===== config.mk =====
export PLATFORM = sky130hd
export DESIGN_NAME = manchester_tx_sequencer
export DESIGN_NICKNAME = d
export VERILOG_FILES = /design/src/rtl/manchester_tx_sequencer.sv
export SDC_FILE = /design/constraint.sdc
export NUM_CORES = 1
export LEC_CHECK = 0
export CAP_MARGIN = 10
export CORE_UTILIZATION = 30
export CTS_BUF_LIST = sky130_fd_sc_hd__clkbuf_4 sky130_fd_sc_hd__clkbuf_8
export DETAILED_ROUTE_END_ITERATION = 6
export PLACE_DENSITY_LB_ADDON = 0.2
export SLEW_MARGIN = 20
export SYNTH_ARGS = -nofsm -noshare
export SYNTH_HDL_FRONTEND = slang
export SYNTH_SLANG_ARGS = --single-unit

===== constraint.sdc =====
create_clock -name clock -period 2.12 [get_ports clock]
set_clock_uncertainty 0.05 [all_clocks]
set_input_delay 0.424 -clock clock [delete_from_list [all_inputs] [get_ports clock]]
set_output_delay 0.424 -clock clock [all_outputs]
set_load 0.1 [all_outputs]

===== src/rtl/manchester_tx_sequencer.sv =====
// Frame sequencer feeding an NRZ-to-Manchester encoder: preamble + payload (+ optional
// even parity when MANCHESTER_TX_PARITY_EN is defined), MSB-first, with half-bit timing.
module manchester_tx_sequencer #(
  parameter int          DATA_WIDTH        = 8,
  parameter int          PREAMBLE_LEN      = 8,
  parameter logic [31:0] PREAMBLE_PAT      = 32'hAA,
  parameter int          CLKS_PER_HALF_BIT = 1,
  parameter int          GAP_BITS          = 2
) (
  input  logic                  clock,
  input  logic                  reset,
  input  logic [DATA_WIDTH-1:0] tx_data,
  input  logic                  tx_valid,
  output logic                  tx_ready,
  output logic                  nrz_out,
  output logic                  enc_phase,
  output logic                  line_active,
  output logic                  busy,
  output logic                  done
);

`ifdef MANCHESTER_TX_PARITY_EN
  localparam int PAR_BITS = 1;
`else
  localparam int PAR_BITS = 0;
`endif

  localparam int FRAME_W = PREAMBLE_LEN + DATA_WIDTH + PAR_BITS;
  localparam int CNT_MAX = (PREAMBLE_LEN > DATA_WIDTH + 1) ? PREAMBLE_LEN : DATA_WIDTH + 1;
  localparam int CNT_W   = $clog2(CNT_MAX + 1);
  localparam int HALF_W  = (CLKS_PER_HALF_BIT > 1) ? $clog2(CLKS_PER_HALF_BIT) : 1;
  localparam int GAP_CYC = GAP_BITS * 2 * CLKS_PER_HALF_BIT;
  localparam int GAP_W   = (GAP_CYC > 1) ? $clog2(GAP_CYC) : 1;

  localparam logic [HALF_W-1:0] HALF_LAST = HALF_W'(CLKS_PER_HALF_BIT - 1);
  localparam logic [CNT_W-1:0]  PRE_LAST  = CNT_W'(PREAMBLE_LEN - 1);
  localparam logic [CNT_W-1:0]  DATA_LAST = CNT_W'(DATA_WIDTH - 1);
  localparam logic [GAP_W-1:0]  GAP_LAST  = GAP_W'(GAP_CYC - 1);

  typedef enum logic [2:0] {
    S_IDLE,
    S_PRE,
    S_DATA,
`ifdef MANCHESTER_TX_PARITY_EN
    S_PAR,
`endif
    S_GAP
  } state_t;

  localparam state_t AFTER_FRAME = (GAP_CYC == 0) ? S_IDLE : S_GAP;

  state_t               state_q, state_n;
  logic [HALF_W-1:0]    half_q, half_n;
  logic                 phase_q, phase_n;
  logic [CNT_W-1:0]     bit_q, bit_n;
  logic [GAP_W-1:0]     gap_q, gap_n;
  logic [FRAME_W-1:0]   sh_q, sh_n;
  logic                 ready_q, ready_n;
  logic                 active_q, active_n;
  logic                 busy_q, busy_n;
  logic                 done_q, done_n;
  logic                 bit_end;
  logic                 last_bit_n;
  logic [FRAME_W-1:0]   frame_word;

  // The whole frame is loaded at accept and shifted out; zeros shift in, so the
  // register's MSB is already 0 once the frame has drained (GAP and IDLE).
`ifdef MANCHESTER_TX_PARITY_EN
  assign frame_word = {PREAMBLE_PAT[PREAMBLE_LEN-1:0], tx_data, ^tx_data};
`else
  assign frame_word = {PREAMBLE_PAT[PREAMBLE_LEN-1:0], tx_data};
`endif

  always_comb begin
    // NOTE: every next-value gets a default first so no path leaves a signal unassigned (no latches).
    state_n = state_q;
    half_n  = half_q;
    phase_n = phase_q;
    bit_n   = bit_q;
    gap_n   = gap_q;
    sh_n    = sh_q;
    bit_end = 1'b0;

    if (active_q) begin
      if (half_q == HALF_LAST) begin
        half_n  = '0;
        phase_n = ~phase_q;
        bit_end = phase_q;
      end else begin
        half_n = half_q + 1'b1;
      end
    end

    if (bit_end) sh_n = {sh_q[FRAME_W-2:0], 1'b0};

    case (state_q)
      S_IDLE: begin
        if (tx_valid && ready_q) begin
          state_n = S_PRE;
          sh_n    = frame_word;
          half_n  = '0;
          phase_n = 1'b0;
          bit_n   = '0;
        end
      end
      S_PRE: begin
        if (bit_end) begin
          if (bit_q == PRE_LAST) begin
            state_n = S_DATA;
            bit_n   = '0;
          end else begin
            bit_n = bit_q + 1'b1;
          end
        end
      end
      S_DATA: begin
        if (bit_end) begin
          if (bit_q == DATA_LAST) begin
`ifdef MANCHESTER_TX_PARITY_EN
            state_n = S_PAR;
`else
            state_n = AFTER_FRAME;
`endif
            bit_n = '0;
            gap_n = '0;
          end else begin
            bit_n = bit_q + 1'b1;
          end
        end
      end
`ifdef MANCHESTER_TX_PARITY_EN
      S_PAR: begin
        if (bit_end) begin
          state_n = AFTER_FRAME;
          gap_n   = '0;
        end
      end
`endif
      S_GAP: begin
        if (gap_q == GAP_LAST) state_n = S_IDLE;
        else                   gap_n   = gap_q + 1'b1;
      end
      default: state_n = S_IDLE;
    endcase

    // Status outputs are registered from the next-state view so they line up with the bit.
`ifdef MANCHESTER_TX_PARITY_EN
    active_n   = (state_n == S_PRE) || (state_n == S_DATA) || (state_n == S_PAR);
    last_bit_n = (state_n == S_PAR);
`else
    active_n   = (state_n == S_PRE) || (state_n == S_DATA);
    last_bit_n = (state_n == S_DATA) && (bit_n == DATA_LAST);
`endif
    ready_n = (state_n == S_IDLE);
    busy_n  = (state_n != S_IDLE);
    done_n  = last_bit_n && phase_n && (half_n == HALF_LAST);
  end

  // NOTE: sequential state uses non-blocking assignments so all registers update together.
  always_ff @(posedge clock or negedge reset) begin
    if (!reset) begin
      state_q  <= S_IDLE;
      half_q   <= '0;
      phase_q  <= 1'b0;
      bit_q    <= '0;
      gap_q    <= '0;
      sh_q     <= '0;
      ready_q  <= 1'b1;
      active_q <= 1'b0;
      busy_q   <= 1'b0;
      done_q   <= 1'b0;
    end else begin
      state_q  <= state_n;
      half_q   <= half_n;
      phase_q  <= phase_n;
      bit_q    <= bit_n;
      gap_q    <= gap_n;
      sh_q     <= sh_n;
      ready_q  <= ready_n;
      active_q <= active_n;
      busy_q   <= busy_n;
      done_q   <= done_n;
    end
  end

  assign tx_ready    = ready_q;
  assign nrz_out     = sh_q[FRAME_W-1];
  assign enc_phase   = phase_q;
  assign line_active = active_q;
  assign busy        = busy_q;
  assign done        = done_q;

endmodule

==> summary.md <==
| Metric | Value |
|---|---|
| Starting DRT DRC Count | 59 |
| Cell taking the most area after synthesis | dfrtp_1 |
| Pleak | 0.0007679 uW |
| Period minus WS final | 1.945 ns |
| EDFF count, synth | 0 |
| Final Hold Viols | 0 |
| GR Overflow Total | 0 |
| Min-delay worst type | flop to flop |
| Worst Min Path Start | sh_q[8] |
| Slew Viols, Final | 0 |
| Die area | 0.005261 mm^2 |
| Post-DRT Antenna Nets | 0 |
| Distinct cells, synth | 39 |
| Worst r2r dst | done |
| Crit Path Class | flop to flop |
| Post-synthesis register bit count | 31 |
| Clock buffer count from CTS | 5 |
| Design area | 0.001803 mm^2 |
| Placed cell areas | 0.001699 mm^2 |
| Die H | 72.54 um |
| Starting density of the core | 31.39% |
| Antenna cells | 0 |
| Count leader, synth | nand2_1 |
| RSZ-0062 raised after global routing | no |
| Critical Path Max Stage Delay | 0.42 ns |
| Status | finished, final reports clean |
| Clk root buf | clkbuf_8 |
| Number of max-cap violations | 0 |
| PwrDens | 1131 mW/mm^2 |
| Critical-path maximum fanout | 6 |
| Hold Path Cell Cnt | 2 |
| Final wirelength | 3.034 mm |
| Async S/R FF share, synth | 100.0% |
| Required @ worst endpoint | 2.24 ns |
| Final Cycle Share | 91.73% |
| Share of cells above drive strength 1 | 19.28% |
| Post-Syn Nets | 163 |
| Global-route wire length before repair | 5.161 mm |
| Synth top area cells | dfrtp_1, nand2_1, mux2i_1 |
| Critical Path AT | 2.06 ns |
| Reg2reg setup slack | 0.18 ns |
| Seq/Total Area, Yosys | 52.05% |
| Worst skew pair latency | 0.28 ns |
| Synth cell count leaders | nand2_1, dfrtp_1, o21ai_0 |
| Setup TNS Final | 0 ns |
| Worst hold endpoint | sh_q[9] |
| Clock sink count | 31 |
| # setup viols final | 0 |
| Fillers | 501 |
| Synth top area share | 50.29% |
| Vias per cell | 4.670 |
| Gpl congestion | 0.7831 |
| Mapped Cells | 149 |
| Port Buffers | 16 |
| Largest net degree at the start of global routing | 32 |
| Mean post-synth cell area | 10.02 um^2 |
| Initial antenna violation count | 0 |
| WL/cell | 13.02 um |
| Worst setup SP type | flop |
| Netlist Area Pre-Place | 0.001493 mm^2 |
| Placed cells | 225 |
| Nets | 179 |
| Clk slew on worst S/H paths | 0.06 ns |
| Drt first pass iters | 4 |
| Core ar. | 0.004755 mm^2 |
| Crit path cell chain | ha_1 > and3b_1 > a211oi_2 > o21ai_0 > a31oi_1 > and4b_1 |
| Main flop type after synthesis | dfrtp_1 |
| Max Root-Sink Buffers | 2 |
| Overall global routing resource usage | 12.99% |
| Area Growth Syn to Fin | 20.79% |
| Die X | 72.54 um |
| Hpwl dp | 2.077 mm |
| Critical Path End Type | flop |
| Reg2Reg Depth | 6 |
| Max Fclk | 514.2 MHz |
| Reg2reg start | bit_q[0] |
| Peak VDD IR | 0.3594 mV |
| Vias in the first global route | 1087 |
| Slowest CP cell | dfrtp_1 |
| FP Rows | 25 |
| Htree depth | 2 |
| Io pins | 17 |
| Hold WS | 0.4468 ns |
| Total number of vias | 1088 |
| TritonCTS clock tree | built |
| Ys Warns | 0 |
| Layout Cells excl Fill | 233 |
| DRC | 0 |
registers in the layout, indices dropped and copies added (netlist names):
register and count:
sh_q 16, gap_q 2, bit_q 4, half_q 1
tx_ready 1, state_q 3, done 1, line_active 1
busy 1, enc_phase 1
layout make-up:
class / count / area (um^2) / share of cell area [%]
timing repair buffer: 19 / 180.2 / 9.993
clock buffer: 8 / 103.9 / 5.760
multi-input combinational: 105 / 644.4 / 35.74
inverter: 3 / 11.26 / 0.6246
tap: 67 / 83.83 / 4.650
sequential: 31 / 779.5 / 43.23
worst max-delay path by stage:
stage / from / endpoint / slack [ns] / depth (start not counted)
after floorplan: enc_phase / done / 0.13 / 7
final: bit_q[0] / done / 0.18 / 6
after global routing: bit_q[0] / done / 0.04 / 6
after detailed placement: tx_valid / done / 0.10 / 6
after CTS: bit_q[0] / done / 0.17 / 6
after global placement: tx_valid / done / 0.11 / 6
where the power goes:
part / switching [uW] / leakage (uW) / internal [uW]
clock: 214 / 0.0000549 / 309
sequential: 115 / 0.000391 / 771
combinational: 413 / 0.000322 / 218
total: 742 / 0.000768 / 1300
critical path, delay by kind of cell, from the launching register on:
kind / cells / cell delay (ns)
AOI/OAI and AO/OA: 3 / 0.61
and+or+nand+nor: 2 / 0.51
DFF: 1 / 0.42
adders and majority gates: 1 / 0.25
per-stage QoR:
stage	setup slack (ns)	utilization [%]	power [uW]
finish	0.1754	37.92	2040
CTS	0.1699	37.92	2067
global route	0.04412	37.92	2174
floorplan	0.1261	-	1365
detailed placement	0.1041	35.74	1539
global placement	0.1090	35.74	1518
cells in the final DEF, fill, tap and decap left out, types with 2 or more instances in the layout:
cell type        instances
buf_4                    8
a31oi_1                  3
inv_1                    3
nand3_1                  9
mux2i_1                  8
dfrtp_1                 28
clkbuf_8                 7
nand2_1                 31
dfrtp_2                  2
a21oi_1                  9
ha_1                     3
o21ai_0                 12
nor2_1                   6
clkdlybuf4s50_1         10
what timing repair did:
item / 4_1_cts / 5_1_grt
setup buffers: 0 / 0
hold buffers: 0 / 0
gates resized for setup: 0 / 0
endpoints found under the hold margin: 0 / 0
endpoints found under the setup margin: 0 / 1
metal layers:
layer | part of all wire (%) | global-route usage (%) | wire [um]
met4 | 1.5 | 4.575 | 45
met5 | 0 | 0 | 0
met3 | 3.3 | 4.167 | 100
met1 | 47 | 16.08 | 1427
met2 | 48 | 21.29 | 1460
cell families (layout without fill, tap and decap cells):
group	count (synthesis)	count (layout)	share of synthesized area [%]
AO/OA/AOI/OAI	32	32	13.75
other	1	1	0.2512
flip-flops	31	31	52.05
XOR/XNOR	1	1	1.090
multiplexers	8	8	5.365
AND/OR/NAND/NOR	60	60	19.78
buffers and inverters	13	30	5.197
adder cells (fa/ha/maj)	3	3	2.515
Note: power is estimated with default switching activity, not from simulation.
